[src/rtl/tx_frontend_corr_if.sv]
// Settings bus, baseband sample input and DAC output bundle for tx_frontend_corr.
interface tx_frontend_corr_if #(
  parameter int unsigned WIDTH_OUT = 16
) ();
  logic                        set_stb;
  logic [7:0]                  set_addr;
  logic [31:0]                 set_data;
  logic signed [23:0]          i_in;
  logic signed [23:0]          q_in;
  logic                        run;
  logic signed [WIDTH_OUT-1:0] dac_a;
  logic signed [WIDTH_OUT-1:0] dac_b;
  logic                        clip;

  modport master (
    output set_stb, set_addr, set_data, i_in, q_in, run,
    input  dac_a, dac_b, clip
  );

  modport slave (
    input  set_stb, set_addr, set_data, i_in, q_in, run,
    output dac_a, dac_b, clip
  );
endinterface

[src/rtl/tx_frontend_corr.sv]
// Transmit frontend correction: IQ imbalance and DC offset correction, rounding and
// saturation to DAC width, optional I/Q swap. Fixed 4-cycle pipeline.
module tx_frontend_corr #(
  parameter int unsigned BASE      = 0,
  parameter bit          IQCOMP_EN = 1'b1,
  parameter int unsigned WIDTH_OUT = 16
) (
  input logic               clk,
  input logic               rst,
  tx_frontend_corr_if.slave bus
);

  localparam logic [7:0] AddrDcI   = 8'(BASE);
  localparam logic [7:0] AddrDcQ   = 8'(BASE + 32'd1);
  localparam logic [7:0] AddrMag   = 8'(BASE + 32'd2);
  localparam logic [7:0] AddrPhase = 8'(BASE + 32'd3);
  localparam logic [7:0] AddrSwap  = 8'(BASE + 32'd4);

  localparam logic signed [23:0] SatMax = 24'sh7FFFFF;
  localparam logic signed [23:0] SatMin = 24'sh800000;

  // Settings registers
  logic signed [23:0] dc_i_q, dc_q_q;
  logic signed [17:0] mag_corr_q, phase_corr_q;
  logic               swap_q;

  always_ff @(posedge clk) begin
    if (rst) begin
      dc_i_q       <= '0;
      dc_q_q       <= '0;
      mag_corr_q   <= '0;
      phase_corr_q <= '0;
      swap_q       <= 1'b0;
    end else if (bus.set_stb) begin
      case (bus.set_addr)
        AddrDcI:   dc_i_q       <= bus.set_data[23:0];
        AddrDcQ:   dc_q_q       <= bus.set_data[23:0];
        AddrMag:   mag_corr_q   <= bus.set_data[17:0];
        AddrPhase: phase_corr_q <= bus.set_data[17:0];
        AddrSwap:  swap_q       <= bus.set_data[0];
        default:   ;
      endcase
    end
  end

  // S1: input gating
  logic signed [23:0] i1_q, q1_q;

  always_ff @(posedge clk) begin
    if (rst) begin
      i1_q <= '0;
      q1_q <= '0;
    end else begin
      i1_q <= bus.run ? bus.i_in : '0;
      q1_q <= bus.run ? bus.q_in : '0;
    end
  end

  // S2: correction products, both taken from the I channel
  logic signed [17:0] i1_hi;
  logic signed [35:0] pi_d, pq_d, pi_q, pq_q;
  logic signed [23:0] i2_q, q2_q;

  assign i1_hi = i1_q[23:6];

  if (IQCOMP_EN) begin : g_mult
    assign pi_d = 36'(i1_hi) * 36'(mag_corr_q);
    assign pq_d = 36'(i1_hi) * 36'(phase_corr_q);
  end else begin : g_nomult
    logic unused_corr;
    assign pi_d        = '0;
    assign pq_d        = '0;
    assign unused_corr = ^{i1_hi, mag_corr_q, phase_corr_q};
  end

  always_ff @(posedge clk) begin
    if (rst) begin
      pi_q <= '0;
      pq_q <= '0;
      i2_q <= '0;
      q2_q <= '0;
    end else begin
      pi_q <= pi_d;
      pq_q <= pq_d;
      i2_q <= i1_q;
      q2_q <= q1_q;
    end
  end

  // S3: add correction and DC offset at 26 bits, saturate back to 24
  logic signed [23:0] pi_hi, pq_hi;
  logic signed [25:0] sum_i, sum_q;
  logic               ovf3_i, ovf3_q;
  logic signed [23:0] s3_i_d, s3_q_d;
  logic signed [23:0] s3_i_q, s3_q_q;
  logic               sat3_i_q, sat3_q_q;

  assign pi_hi = pi_q[35:12];
  assign pq_hi = pq_q[35:12];
  assign sum_i = 26'(i2_q) + 26'(pi_hi) + 26'(dc_i_q);
  assign sum_q = 26'(q2_q) + 26'(pq_hi) + 26'(dc_q_q);

  // In range only when the top three bits are a pure sign extension
  assign ovf3_i = !(sum_i[25:23] == 3'b000 || sum_i[25:23] == 3'b111);
  assign ovf3_q = !(sum_q[25:23] == 3'b000 || sum_q[25:23] == 3'b111);
  assign s3_i_d = ovf3_i ? (sum_i[25] ? SatMin : SatMax) : sum_i[23:0];
  assign s3_q_d = ovf3_q ? (sum_q[25] ? SatMin : SatMax) : sum_q[23:0];

  always_ff @(posedge clk) begin
    if (rst) begin
      s3_i_q   <= '0;
      s3_q_q   <= '0;
      sat3_i_q <= 1'b0;
      sat3_q_q <= 1'b0;
    end else begin
      s3_i_q   <= s3_i_d;
      s3_q_q   <= s3_q_d;
      sat3_i_q <= ovf3_i;
      sat3_q_q <= ovf3_q;
    end
  end

  // S4: round half-up to DAC width, saturate, swap
  logic signed [WIDTH_OUT-1:0] out_i, out_q;
  logic                        ovf4_i, ovf4_q;

  if (WIDTH_OUT < 24) begin : g_round
    localparam int unsigned Shift = 24 - WIDTH_OUT;
    localparam logic signed [24:0] Half = 25'sd1 <<< (Shift - 1);
    localparam logic signed [WIDTH_OUT-1:0] OutMax = {1'b0, {(WIDTH_OUT - 1){1'b1}}};

    logic signed [24:0]   rnd_i, rnd_q;
    logic [WIDTH_OUT:0]   top_i, top_q;
    logic                 unused_rnd;

    assign rnd_i = 25'(s3_i_q) + Half;
    assign rnd_q = 25'(s3_q_q) + Half;
    assign top_i = rnd_i[24:Shift];
    assign top_q = rnd_q[24:Shift];
    // Only a positive carry into the sign bit is possible here
    assign ovf4_i = top_i[WIDTH_OUT] ^ top_i[WIDTH_OUT-1];
    assign ovf4_q = top_q[WIDTH_OUT] ^ top_q[WIDTH_OUT-1];
    assign out_i  = ovf4_i ? OutMax : top_i[WIDTH_OUT-1:0];
    assign out_q  = ovf4_q ? OutMax : top_q[WIDTH_OUT-1:0];
    assign unused_rnd = ^{rnd_i[Shift-1:0], rnd_q[Shift-1:0]};
  end else begin : g_noround
    assign out_i  = s3_i_q;
    assign out_q  = s3_q_q;
    assign ovf4_i = 1'b0;
    assign ovf4_q = 1'b0;
  end

  logic signed [WIDTH_OUT-1:0] dac_a_q, dac_b_q;
  logic                        clip_q;

  always_ff @(posedge clk) begin
    if (rst) begin
      dac_a_q <= '0;
      dac_b_q <= '0;
      clip_q  <= 1'b0;
    end else begin
      dac_a_q <= swap_q ? out_q : out_i;
      dac_b_q <= swap_q ? out_i : out_q;
      clip_q  <= sat3_i_q | sat3_q_q | ovf4_i | ovf4_q;
    end
  end

  assign bus.dac_a = dac_a_q;
  assign bus.dac_b = dac_b_q;
  assign bus.clip  = clip_q;

  logic unused_bits;
  assign unused_bits = ^{bus.set_data[31:24], pi_q[11:0], pq_q[11:0]};

endmodule

[src/flat_wrapper.sv]
// flat-port wrapper written by rule: the top's interface ports become plain ports
module tx_frontend_corr_flat 
#(
  parameter int unsigned BASE      = 0,
  parameter bit          IQCOMP_EN = 1'b1,
  parameter int unsigned WIDTH_OUT = 16
)
  (clk, rst, bus_set_stb, bus_set_addr, bus_set_data, bus_i_in, bus_q_in, bus_run, bus_dac_a, bus_dac_b, bus_clip);
  tx_frontend_corr_if #(.WIDTH_OUT(WIDTH_OUT)) bus_i ();
  input logic clk;
  input logic rst;
  input wire logic [$bits(bus_i.set_stb)-1:0] bus_set_stb;
  input wire logic [$bits(bus_i.set_addr)-1:0] bus_set_addr;
  input wire logic [$bits(bus_i.set_data)-1:0] bus_set_data;
  input wire logic [$bits(bus_i.i_in)-1:0] bus_i_in;
  input wire logic [$bits(bus_i.q_in)-1:0] bus_q_in;
  input wire logic [$bits(bus_i.run)-1:0] bus_run;
  output wire logic [$bits(bus_i.dac_a)-1:0] bus_dac_a;
  output wire logic [$bits(bus_i.dac_b)-1:0] bus_dac_b;
  output wire logic [$bits(bus_i.clip)-1:0] bus_clip;
  assign bus_i.set_stb = bus_set_stb;
  assign bus_i.set_addr = bus_set_addr;
  assign bus_i.set_data = bus_set_data;
  assign bus_i.i_in = bus_i_in;
  assign bus_i.q_in = bus_q_in;
  assign bus_i.run = bus_run;
  assign bus_dac_a = bus_i.dac_a;
  assign bus_dac_b = bus_i.dac_b;
  assign bus_clip = bus_i.clip;
  tx_frontend_corr #(.BASE(BASE), .IQCOMP_EN(IQCOMP_EN), .WIDTH_OUT(WIDTH_OUT)) u_core (.clk(clk), .rst(rst), .bus(bus_i));
endmodule
[config.mk]
export PLATFORM = sky130hd
export DESIGN_NAME = tx_frontend_corr_flat
export DESIGN_NICKNAME = d
export VERILOG_FILES = /design/src/rtl/tx_frontend_corr_if.sv /design/src/rtl/tx_frontend_corr.sv /design/src/flat_wrapper.sv
export SDC_FILE = /design/constraint.sdc
export NUM_CORES = 2
export LEC_CHECK = 0
export BUFFER_PORTS_ARGS = -buffer_cell sky130_fd_sc_hd__buf_2
export CORE_ASPECT_RATIO = 2
export CORE_MARGIN = 10
export CORE_UTILIZATION = 45
export CTS_BUF_LIST = sky130_fd_sc_hd__clkbuf_4 sky130_fd_sc_hd__clkbuf_8
export CTS_CLUSTER_SIZE = 25
export DETAILED_ROUTE_END_ITERATION = 10
export PLACE_DENSITY_LB_ADDON = 0.12
export RECOVER_POWER = 25
export SYNTH_ARGS = -nofsm -noshare
export SYNTH_HDL_FRONTEND = slang
export SYNTH_SLANG_ARGS = --single-unit
[constraint.sdc]
create_clock -name clk -period 8.93 [get_ports clk]
set_input_delay 1.786 -clock clk [delete_from_list [all_inputs] [get_ports clk]]
set_output_delay 1.786 -clock clk [all_outputs]
set_load 0.05 [all_outputs]
==> run_results.csv <==
group,metric,value,unit
floorplan,die_x,219,µm
logic_synthesis,synth_commonest_cells,"inv_1, fa_1, nand2_1, and2_1, dfxtp_1",
timing,timing.slew.headroom,-88.9,%
layout,num-nets-final,4869,
logic_synthesis,yosysTopAreaCell,"fa_1",
clock_network,htree_levels,2,
min_path,holdCritStartpoint,"u_core.q1_q[13]",
logic_synthesis,synth_cells,3831,
worst_setup_path,worst-path-stages,23,
worst_setup_path,slowest_stage,"dfxtp_1",
power_and_ir_drop,power_density,75.5,mW/mm²
status,violations,"DRC, capacitance limit, slew limit",
layout,multi_input_comb_area,0.0262,mm²
status,outcome,"finished with violations",
logic_synthesis,yosysMostFrequentCell,"inv_1",
logic_synthesis,synth_edf_count,0,
layout,final_util,48.3,%
clock_network,cts_resized,0,
logic_synthesis,yosys.area.top_type_share,39.4,%
clock_network,insertion_delay,650,ps
worst_setup_path,cpMostUsedCell,"fa_1",
timing,fmax,134,MHz
grt,grt_pass1_vias,27700,
timing,finClkSkew,58.2,ps
logic_synthesis,ys_types,74,
clock_network,postCtsSetupBuffers,0,
layout,final-seq-area,0.00597,mm²
worst_setup_path,cp.arrival,7880,ps
worst_setup_path,slowest_delay,960,ps
floorplan,core_area,0.0789,mm²
worst_setup_path,path_class,"reg2reg",
detailed_routing,dr.pass1.iters,8,
timing,period_needed,7440,ps
clock_network,ctsHoldBuffers,0,
clock_network,clock-root-buffer,"clkbuf_8",
layout,area_growth,6.90,%
worst_setup_path,crit_path_cell_trace,"buf_4 -> nand2_1 -> fa_1 -> inv_1 -> fa_1 -> inv_1 -> fa_1 -> inv_1 -> fa_1 -> fa_1 -> inv_1 -> fa_1 -> inv_1 -> ha_1 -> a21oi_1 -> o211ai_1 -> a221o_1 -> a22o_1 -> o21ba_2 -> o31ai_1 -> a21oi_1 -> xnor2_1 -> nor2_1",
worst_setup_path,critPathBufInv,6,
worst_setup_path,cp-startpoint,"u_core.i1_q[11]",
logic_synthesis,yosysSeqAreaShare,16.7,%
floorplan,pin_count,125,
worst_setup_path,start_kind,"flop",
layout,fin_cells,4918,
detailed_routing,wl_per_cell,20.3,µm
place,dp.cells,4837,
detailed_routing,drtIter0Drc,1242,
timing,worst_pin_slew,2830,ps
grt,grt_use_total,22.5,%
power_and_ir_drop,ir_worst_vdd,0.0785,mV
worst_setup_path,worstPathMaxFanout,20,
timing,finalMaxSlewViolations,203,
clock_network,cts_tree,"built",
clock_network,clk_pin_slew,70,ps
logic_synthesis,synth_flop_cell,"dfxtp_1",
clock_network,cts_sinks,298,
timing,hold_viol_final,0,
logic_synthesis,async_flop_share,0,%
detailed_routing,vias_per_cell,5.16,
worst_setup_path,reg2reg_from,"u_core.i1_q[11]",
logic_synthesis,avgSynthCellArea,9.31,µm²
floorplan,dieArea,0.0916,mm²
timing,rsz0062_at_grt,"false",
detailed_routing,drtAntennaViolNets,0,
timing,setup_tns,0,ps
place,gp_congestion,0.907,
grt,grt_pass1_wl,156000,µm
logic_synthesis,synth.ff_latch_count,298,
detailed_routing,via_count,25400,
worst_setup_path,critPathTopFamily,"adder cells",
timing,holdWs,417,ps
logic_synthesis,synthesis.area,0.0357,mm²
layout,layout-drive-gt1-share,6.44,%
floorplan,die_h,418,µm
clock_network,numCtsBuffers,44,
min_path,hp-class,"reg2reg",
grt,antenna_found_initial,2,
logic_synthesis,syn-num-nets,4853,
grt,globalRouteOverflowTotal,0,
job,drv_cap,4,
timing,fin_crit_sh,83.3,%
clock_network,cts_max_path_buffers,3,
worst_setup_path,reg2reg_depth,23,
floorplan,initial_utilization,45.2,%
worst_setup_path,cp.required,9370,ps
place,hpwl,80900,µm
detailed_routing,drc,1,
detailed_routing,routed_wl,99800,µm
logic_synthesis,ys_top_cells_by_area,"fa_1, dfxtp_1, ha_1, inv_1, and2_1",
worst_setup_path,end_kind,"flop",
grt,grt_max_degree,85,
logic_synthesis,ys.warnings.count,0,
layout,nFillCells,7665,
timing,finalSetupViolations,0,
min_path,hold_depth,1,
power_and_ir_drop,leakage,18.9,nW
floorplan,rows,146,
place,portBuffers,116,
routing by layer:
layer	up-vias	track usage [%]	share of wire (%)
li1	11600	-	-
met1	13100	23.1	35
met2	537	43.5	56
met3	183	2.14	3.5
met4	0	11.5	5.7
met5	-	0	0
layout by cell type, fill, tap and decap left out, types with 8 or more instances in the layout:
cell      netlist  layout
o21bai_1        9       9
a211oi_1       37      37
buf_4           1      36
xnor2_1        72      72
clkinv_2        0       8
clkbuf_1      177       8
clkbuf_4        0      11
nand2b_1       22      22
and3_1         18      18
a31oi_1         8       8
xor2_1         42      42
dfxtp_1       298     298
nand2_1       505     505
a21o_1         37      37
nor2_1        129     128
buf_2           1     111
nand3_1        20      20
o211ai_1        8       8
o22ai_1        12      12
clkbuf_8        0      50
o21ai_0        34      34
ha_1          228     228
nor3_1         40      40
and2_0          0      29
o31ai_1         9       9
nor2b_1        62      61
inv_1         734     734
nand4_1        12      12
fa_1          702     702
a21oi_1       143     143
and2_1        370     341
cells by family (layout without fill, tap and decap cells):
group	Yosys count	count (layout)	synth area share, %
flip-flops	298	298	16.7
AND/OR/NAND/NOR	1210	1210	16.7
adder cells (fa/ha/maj)	930	930	47.4
AO/OA/AOI/OAI	356	356	6.52
other	0	1	0
multiplexers	4	4	0.112
buffers and inverters	919	969	9.71
XOR/XNOR	114	114	2.80
cell type report:
| cell class | instances | area share (%) |
|---|---|---|
| clock buffer | 61 | 2.02 |
| antenna | 1 | 0.00657 |
| multi-input combinational | 2614 | 68.9 |
| clock inverter | 19 | 0.578 |
| inverter | 734 | 7.23 |
| sequential | 298 | 15.7 |
| tap | 1036 | 3.40 |
| timing repair buffer | 155 | 2.25 |
metrics by stage:
step,instance area [µm²],setup WS [ps],total power [W]
floorplan,35700,2510,0.00152
global placement,37100,1640,0.00163
detailed placement,37100,1580,0.00163
CTS,38100,1510,0.00291
global route,38100,1080,0.00297
finish,38100,1490,0.00288
path summary, 6_finish.rpt:
check	slack, ps	to
worst max-delay path	1490	u_core.pq_q[31]
worst min-delay path	420	u_core.q2_q[13]
worst max register to register	1490	u_core.pq_q[31]
worst min register to register	420	u_core.q2_q[13]
report_power, final:
group | total [W] | switching [W] | internal (W) | leakage (nW)
combinational | 0.000205 | 0.000147 | 0.0000577 | 15.9
sequential | 0.00139 | 0.0000333 | 0.00136 | 2.42
clock | 0.00128 | 0.000599 | 0.000685 | 0.518
state kept, by name, summed over array words and instances, names as in the netlist:
| signal | count |
|---|---|
| u_core.bus.dac_a | 16 |
| u_core.sat3_q_q | 1 |
| u_core.q1_q | 24 |
| u_core.bus.dac_b | 16 |
| u_core.i2_q | 24 |
| u_core.dc_q_q | 24 |
| u_core.q2_q | 24 |
| u_core.dc_i_q | 24 |
| u_core.pi_q | 24 |
| u_core.mag_corr_q | 18 |
| u_core.s3_q_q | 17 |
| u_core.i1_q | 24 |
| u_core.sat3_i_q | 1 |
| u_core.pq_q | 24 |
| u_core.phase_corr_q | 18 |
| u_core.bus.clip | 1 |
| u_core.swap_q | 1 |
| u_core.s3_i_q | 17 |
worst register-to-register path: stages (launching register included):
cell and delay (ps):
dfxtp_1 960, buf_4 440, nand2_1 150, fa_1 530, inv_1 50, fa_1 490, inv_1 50, fa_1 530
inv_1 60, fa_1 390, fa_1 510, inv_1 50, fa_1 470, inv_1 40, ha_1 330, a21oi_1 270
o211ai_1 150, a221o_1 350, a22o_1 280, o21ba_2 250, o31ai_1 380, a21oi_1 140, xnor2_1 250, nor2_1 110
(Power assumes the default switching activity.)
